--- src/rtl/trivium_ks_ctrl.sv ---
// Sequencer for a bit-serial Trivium core: key/IV load, warm-up, then keystream words over valid/ready.
// Define TRIV_XOR_EN to add a din stream that is XORed into each keystream word at transfer.
module trivium_ks_ctrl #(
  parameter int WARMUP = 1152,
  parameter int WORD_W = 32,
  parameter int LEN_W  = 16
) (
  input  logic              CLK,
  input  logic              RSTn,
  input  logic              EN,
  input  logic [79:0]       Kin,
  input  logic [79:0]       IVin,
  input  logic              Krdy,
  input  logic              Drdy,
  input  logic [LEN_W-1:0]  len,
  output logic              BSY,
  output logic              Kvld,
  output logic              Dvld,
  output logic              core_load,
  output logic [79:0]       core_key,
  output logic [79:0]       core_iv,
  output logic              core_step,
  input  logic              core_z,
`ifdef TRIV_XOR_EN
  input  logic [WORD_W-1:0] din,
  input  logic              din_valid,
  output logic              din_ready,
`endif
  output logic [WORD_W-1:0] ks_data,
  output logic              ks_valid,
  input  logic              ks_ready
);

  localparam int WC_W = $clog2(WARMUP + 1);
  localparam int BC_W = $clog2(WORD_W) + 1;

  typedef enum logic [2:0] {IDLE, LOAD, WARM, GEN, DRAIN} state_t;

  state_t            state;
  logic [WC_W-1:0]   warm_cnt;
  logic [BC_W-1:0]   bit_cnt;
  logic [LEN_W-1:0]  word_cnt;
  logic [LEN_W-1:0]  len_reg;
  logic [WORD_W-1:0] pack;
  logic              pack_full;
  logic              out_free;
  logic              xfer;
  logic [WORD_W-1:0] xfer_word;

  assign pack_full = (bit_cnt == BC_W'(WORD_W));
  assign out_free  = !ks_valid || ks_ready;

`ifdef TRIV_XOR_EN
  assign xfer      = EN && (state == GEN) && pack_full && out_free && din_valid;
  assign xfer_word = pack ^ din;
  assign din_ready = xfer;
`else
  assign xfer      = EN && (state == GEN) && pack_full && out_free;
  assign xfer_word = pack;
`endif

  // Core strobes are decoded from state so EN=0 stops the core in the same cycle.
  assign core_load = EN && (state == LOAD);
  assign core_step = EN && ((state == WARM) || ((state == GEN) && !pack_full));
  assign BSY       = (state != IDLE);

  always_ff @(posedge CLK) begin
    if (!RSTn) begin
      state    <= IDLE;
      warm_cnt <= '0;
      bit_cnt  <= '0;
      word_cnt <= '0;
      len_reg  <= '0;
      pack     <= '0;
      ks_data  <= '0;
      ks_valid <= 1'b0;
      core_key <= '0;
      core_iv  <= '0;
      Kvld     <= 1'b0;
      Dvld     <= 1'b0;
    end else if (EN) begin
      Kvld <= 1'b0;
      Dvld <= 1'b0;
      if (ks_valid && ks_ready) begin
        ks_valid <= 1'b0;
      end
      case (state)
        IDLE: begin
          if (Krdy) begin
            core_key <= Kin;
            core_iv  <= IVin;
            state    <= LOAD;
          end else if (Drdy) begin
            len_reg  <= len;
            word_cnt <= '0;
            if (len == '0) begin
              Dvld <= 1'b1;
            end else begin
              state <= GEN;
            end
          end
        end
        LOAD: begin
          warm_cnt <= '0;
          state    <= WARM;
        end
        WARM: begin
          if (warm_cnt == WC_W'(WARMUP - 1)) begin
            warm_cnt <= '0;
            Kvld     <= 1'b1;
            state    <= IDLE;
          end else begin
            warm_cnt <= warm_cnt + 1'b1;
          end
        end
        GEN: begin
          if (!pack_full) begin
            // shift right so the oldest bit ends up in bit 0
            pack    <= {core_z, pack[WORD_W-1:1]};
            bit_cnt <= bit_cnt + 1'b1;
          end else if (xfer) begin
            ks_data  <= xfer_word;
            ks_valid <= 1'b1;
            bit_cnt  <= '0;
            word_cnt <= word_cnt + 1'b1;
            if (word_cnt == len_reg - 1'b1) begin
              state <= DRAIN;
            end
          end
        end
        DRAIN: begin
          if (ks_valid && ks_ready) begin
            Dvld     <= 1'b1;
            word_cnt <= '0;
            state    <= IDLE;
          end
        end
        default: state <= IDLE;
      endcase
    end
  end

endmodule

--- config.mk ---
export PLATFORM = sky130hd
export DESIGN_NAME = trivium_ks_ctrl
export DESIGN_NICKNAME = d
export VERILOG_FILES = /design/src/rtl/trivium_ks_ctrl.sv
export SDC_FILE = /design/constraint.sdc
export NUM_CORES = 1
export LEC_CHECK = 0
export ABC_AREA = 1
export BUFFER_PORTS_ARGS = -buffer_cell sky130_fd_sc_hd__buf_2
export CORE_MARGIN = 2
export CORE_UTILIZATION = 50
export DETAILED_ROUTE_END_ITERATION = 16
export PLACE_DENSITY = 0.77
export SYNTH_ARGS = -nofsm -noshare
export SYNTH_HDL_FRONTEND = slang
export SYNTH_SLANG_ARGS = --single-unit
--- constraint.sdc ---
create_clock -name CLK -period 2.23 [get_ports CLK]
set_input_delay 0.1115 -clock CLK [delete_from_list [all_inputs] [get_ports CLK]]
set_output_delay 0.1115 -clock CLK [all_outputs]
set_load 0.005 [all_outputs]
==> parameters.txt <==
Parameter                              Value

Logic synthesis
  Top-area cell type share of the netlist area ... 49.44%
  Average cell area after synthesis ... 7.423 sq um
  Post-synthesis compound-gate area fraction ... 13.52%
  Largest cells by area after synthesis ... sky130_fd_sc_hd__dfxtp_1, sky130_fd_sc_hd__nand2_1, sky130_fd_sc_hd__a21oi_1
  Multiplexer fraction of the synthesized cell area ... 0%
  Unique cell type count in the Yosys netlist ... 39
  Post-Syn Instances ... 1,522
  Adder-Cell Fraction of Synth Area ... 0.5538%
  Cell type with the highest aggregate area in the netlist ... sky130_fd_sc_hd__dfxtp_1
  Post-Syn Area ... 11,300 sq um
  Proportion of synthesized chip area in sequential cells ... 49.44%
  Main combinational cell family by area after synthesis ... simple AND/OR/NAND/NOR gates
  Yosys warning total ... 0
  Post-Synth Simple-Gate Area ... 28.79%
  Syn_nets ... 1,710
  Share of the synthesized netlist area taken by xor and xnor gates ... 1.706%
  Post-synthesis register bit count ... 279

STA
  Minimum clock period after layout ... 2.080 ns
  Max-slew violation count ... 0
  Post-route worst hold slack ... 0.02331 ns
  Max-slew headroom at the worst pin ... 50.88%
  Final setup margin ... 0.1497 ns
  Final-report hold violation count ... 0
  Share of the clock period used by the worst path after layout ... 93.29%
  Setup repair after global routing missed its margin ... true
  Clock Skew ... 0.008562 ns
  Setup TNS Final ... 0 ns
  Maximum achievable frequency ... 480.7 MHz
  Actual transition at the worst max-transition pin ... 0.7368 ns
  Final setup vio count ... 0

Clocking
  Clock sink count ... 279
  Worst-Skew Late Latency ... 0.54 ns
  H-tree levels ... 1
  Master cell of the clock root buffer ... sky130_fd_sc_hd__clkbuf_16
  CTS Buffer Depth ... 3
  TritonCTS Buffers ... 30
  Clock tree from TritonCTS ... done
  Clock-pin slew on the worst setup and hold paths ... 0.06 ns

Power and ir drop
  PnR Total Power ... 12.28 mW
  Peak ir drop on the vdd network ... 543.7 uV
  Pwr dens ... 757.7 nW/um^2
  Reported leakage power ... 7.471 nW

Place
  Number of placed instances, taps included ... 2,104
  Detail Placement HPWL ... 23,180 microns
  Placed Instance Area ... 13,390 sq um
  Input/output buffers ... 380
  Post-place setup slack ... 0.2041 ns
  RD Place Congestion ... 0.9041

Route
  Initial DRT Pass Iterations ... 5
  Mean routed wirelength per cell ... 17.55 microns
  Drc violations ... 0
  DRC violation total after the first TritonRoute iteration ... 1,081
  Average vias per placed instance ... 5.545
  Final antenna-violating net count ... 0
  Total wire length ... 41,070 microns
  Vias post-DR ... 12.98k

Cells and area
  Multi-input gate area in the final layout ... 5052 sq um
  Cell Count, Final, Fillers Out ... 2,340
  Post-route core utilization ... 73.56%
  Area taken by flip-flops and latches ... 5587 sq um
  Ratio of cells with drive above 1 in the final layout ... 23.62%
  Finished layout cell area ... 16,200 sq um
  Top flop regs ... core_iv x80, core_key x80
  Final Net Count ... 2,227
  P&R area growth vs syn ... 43.42%
  Fill cell total of the finished layout ... 1,591

Floorplanning
  IO Count ... 381
  Site row count ... 54
  Area enclosed by the die boundary ... 23,810 sq um
  Die Y ... 154.3 microns
  Initial core utilization ... 51.29%
  Width of the chip ... 154.3 microns
  Core area ... 22,030 sq um

Outcome
  Status ... finished clean

Global routing
  Pin count of the biggest net entering global routing ... 147
  Aggregate global routing overflow ... 0
  Global-route wire length before repair ... 63,460 microns
  Via count of the first global-routing pass ... 12.70k
  Overall Global Routing Usage ... 32.42%
  Antenna violations before repair ... 2

Job
  Count of maximum capacitance violations ... 0

Critical path
  Endpoint arrival time on the critical path ... 2.51 ns
  Required arrival time at the worst endpoint ... 2.66 ns
  Worst Path Class, Setup ... reg2reg
  CP Capture Type ... register
  Max FO, Critical Path ... 10
  Critical-path top delay cell ... sky130_fd_sc_hd__dfxtp_1
  Setup crit start kind ... register
  Cells along the critical path ... inv_1, ha_1, nand3_1, nor3_4, buf_4, nand3_4, nand2_1, nand2_4, nor3_4, nand2_1, xor2_1, nor2_1
  Crit-path max cell delay ... 0.33 ns

Min path
  Hold crit path type ... in2reg
==> what timing repair did <==
action,CTS,global route
setup buffers,0,3
endpoints found under the setup margin,1,4
gates resized for setup,3,5
endpoints found under the hold margin,179,0
pin swaps,0,3
cloned,0,1
hold buffers,179,0
==> critical path: cells and delay by family (launching register included) <==
family / cells / cell delay (ns)
buffers and inverters: 2 / 0.26
and+or+nand+nor: 8 / 1.04
adders and majority gates: 1 / 0.17
DFF: 1 / 0.33
xor gates and xnor gates: 1 / 0.14
==> final cells by class <==
class	count	share of cell area, %
diodes	2	0.03089
clock buffers	38	5.197
clock inverters	13	0.7491
inverters	73	1.784
multi-input cells	1070	31.18
flip-flops and latches	279	34.48
well taps	280	2.162
repair buffers	584	24.36
repair inverters	1	0.05406
==> where the power goes <==
part           switching, mW  internal, mW  leakage, nW
clock network           2.04          2.88        0.482
registers              0.160          5.22         2.26
logic                   1.15         0.826         4.72
total                   3.36          8.92         7.47
==> layer usage <==
layer  global-route usage [%]  up-vias  routed length (microns)
met4                    20.11        0                     2591
met1                    35.41     5997                    14860
met5                        0        -                        0
met3                    8.266      209                     3504
li1                         -     6055                        -
met2                    56.54      715                    20120
==> cells in the mapped netlist, drive strengths merged <==
cell type / n
a211oi: 4
a21o: 1
a21oi: 196
a221oi: 1
a31oi: 2
and2: 1
and3: 1
buf: 23
clkbuf: 77
clkinv: 1
dfxtp: 279
ha: 5
inv: 72
nand2: 281
nand2b: 1
nand3: 194
nand3b: 4
nand4: 10
nor2: 221
nor3: 24
nor3b: 4
nor4: 3
o21a: 2
o21ai: 91
o22ai: 1
or2: 1
xnor2: 6
xor2: 16
==> kinds of logic (layout without fill, tap and decap cells) <==
kind of cell             count (synthesis)  in the layout
flip-flops                             279            279
AND/OR/NAND/NOR                        745            745
other                                    0              2
buffers and inverters                  173            709
XOR/XNOR                                22             22
adder cells (fa/ha/maj)                  5              5
AO/OA/AOI/OAI                          298            298
==> layout by cell type, fill, tap and decap left out, types with 16 or more instances in the layout <==
cell / synthesis / layout
sky130_fd_sc_hd__buf_2: 22 / 379
sky130_fd_sc_hd__dfxtp_1: 279 / 278
sky130_fd_sc_hd__nand2_1: 279 / 278
sky130_fd_sc_hd__nor2_1: 216 / 214
sky130_fd_sc_hd__a21oi_1: 194 / 194
sky130_fd_sc_hd__nand3_1: 192 / 192
sky130_fd_sc_hd__dlygate4sd3_1: 0 / 179
sky130_fd_sc_hd__o21ai_0: 87 / 87
sky130_fd_sc_hd__inv_1: 66 / 66
sky130_fd_sc_hd__clkbuf_16: 0 / 31
sky130_fd_sc_hd__buf_4: 0 / 21
sky130_fd_sc_hd__xor2_1: 16 / 16
sky130_fd_sc_hd__nor3_1: 16 / 16
==> final timing paths <==
kind                                          startpoint                        to  slack, ns  cells after the start
worst max-delay path             bit_cnt[0]$_SDFFE_PN0P_  word_cnt[8]$_SDFFE_PN0P_       0.15                     12
worst min-delay path                            ks_ready     ks_valid$_SDFFE_PN0P_       0.02                      4
worst max register to register   bit_cnt[0]$_SDFFE_PN0P_  word_cnt[8]$_SDFFE_PN0P_       0.15                     12
worst min register to register  core_iv[75]$_SDFFE_PN0P_  core_iv[75]$_SDFFE_PN0P_       0.46                      2
No activity file was read; power rests on OpenSTA's default activity.
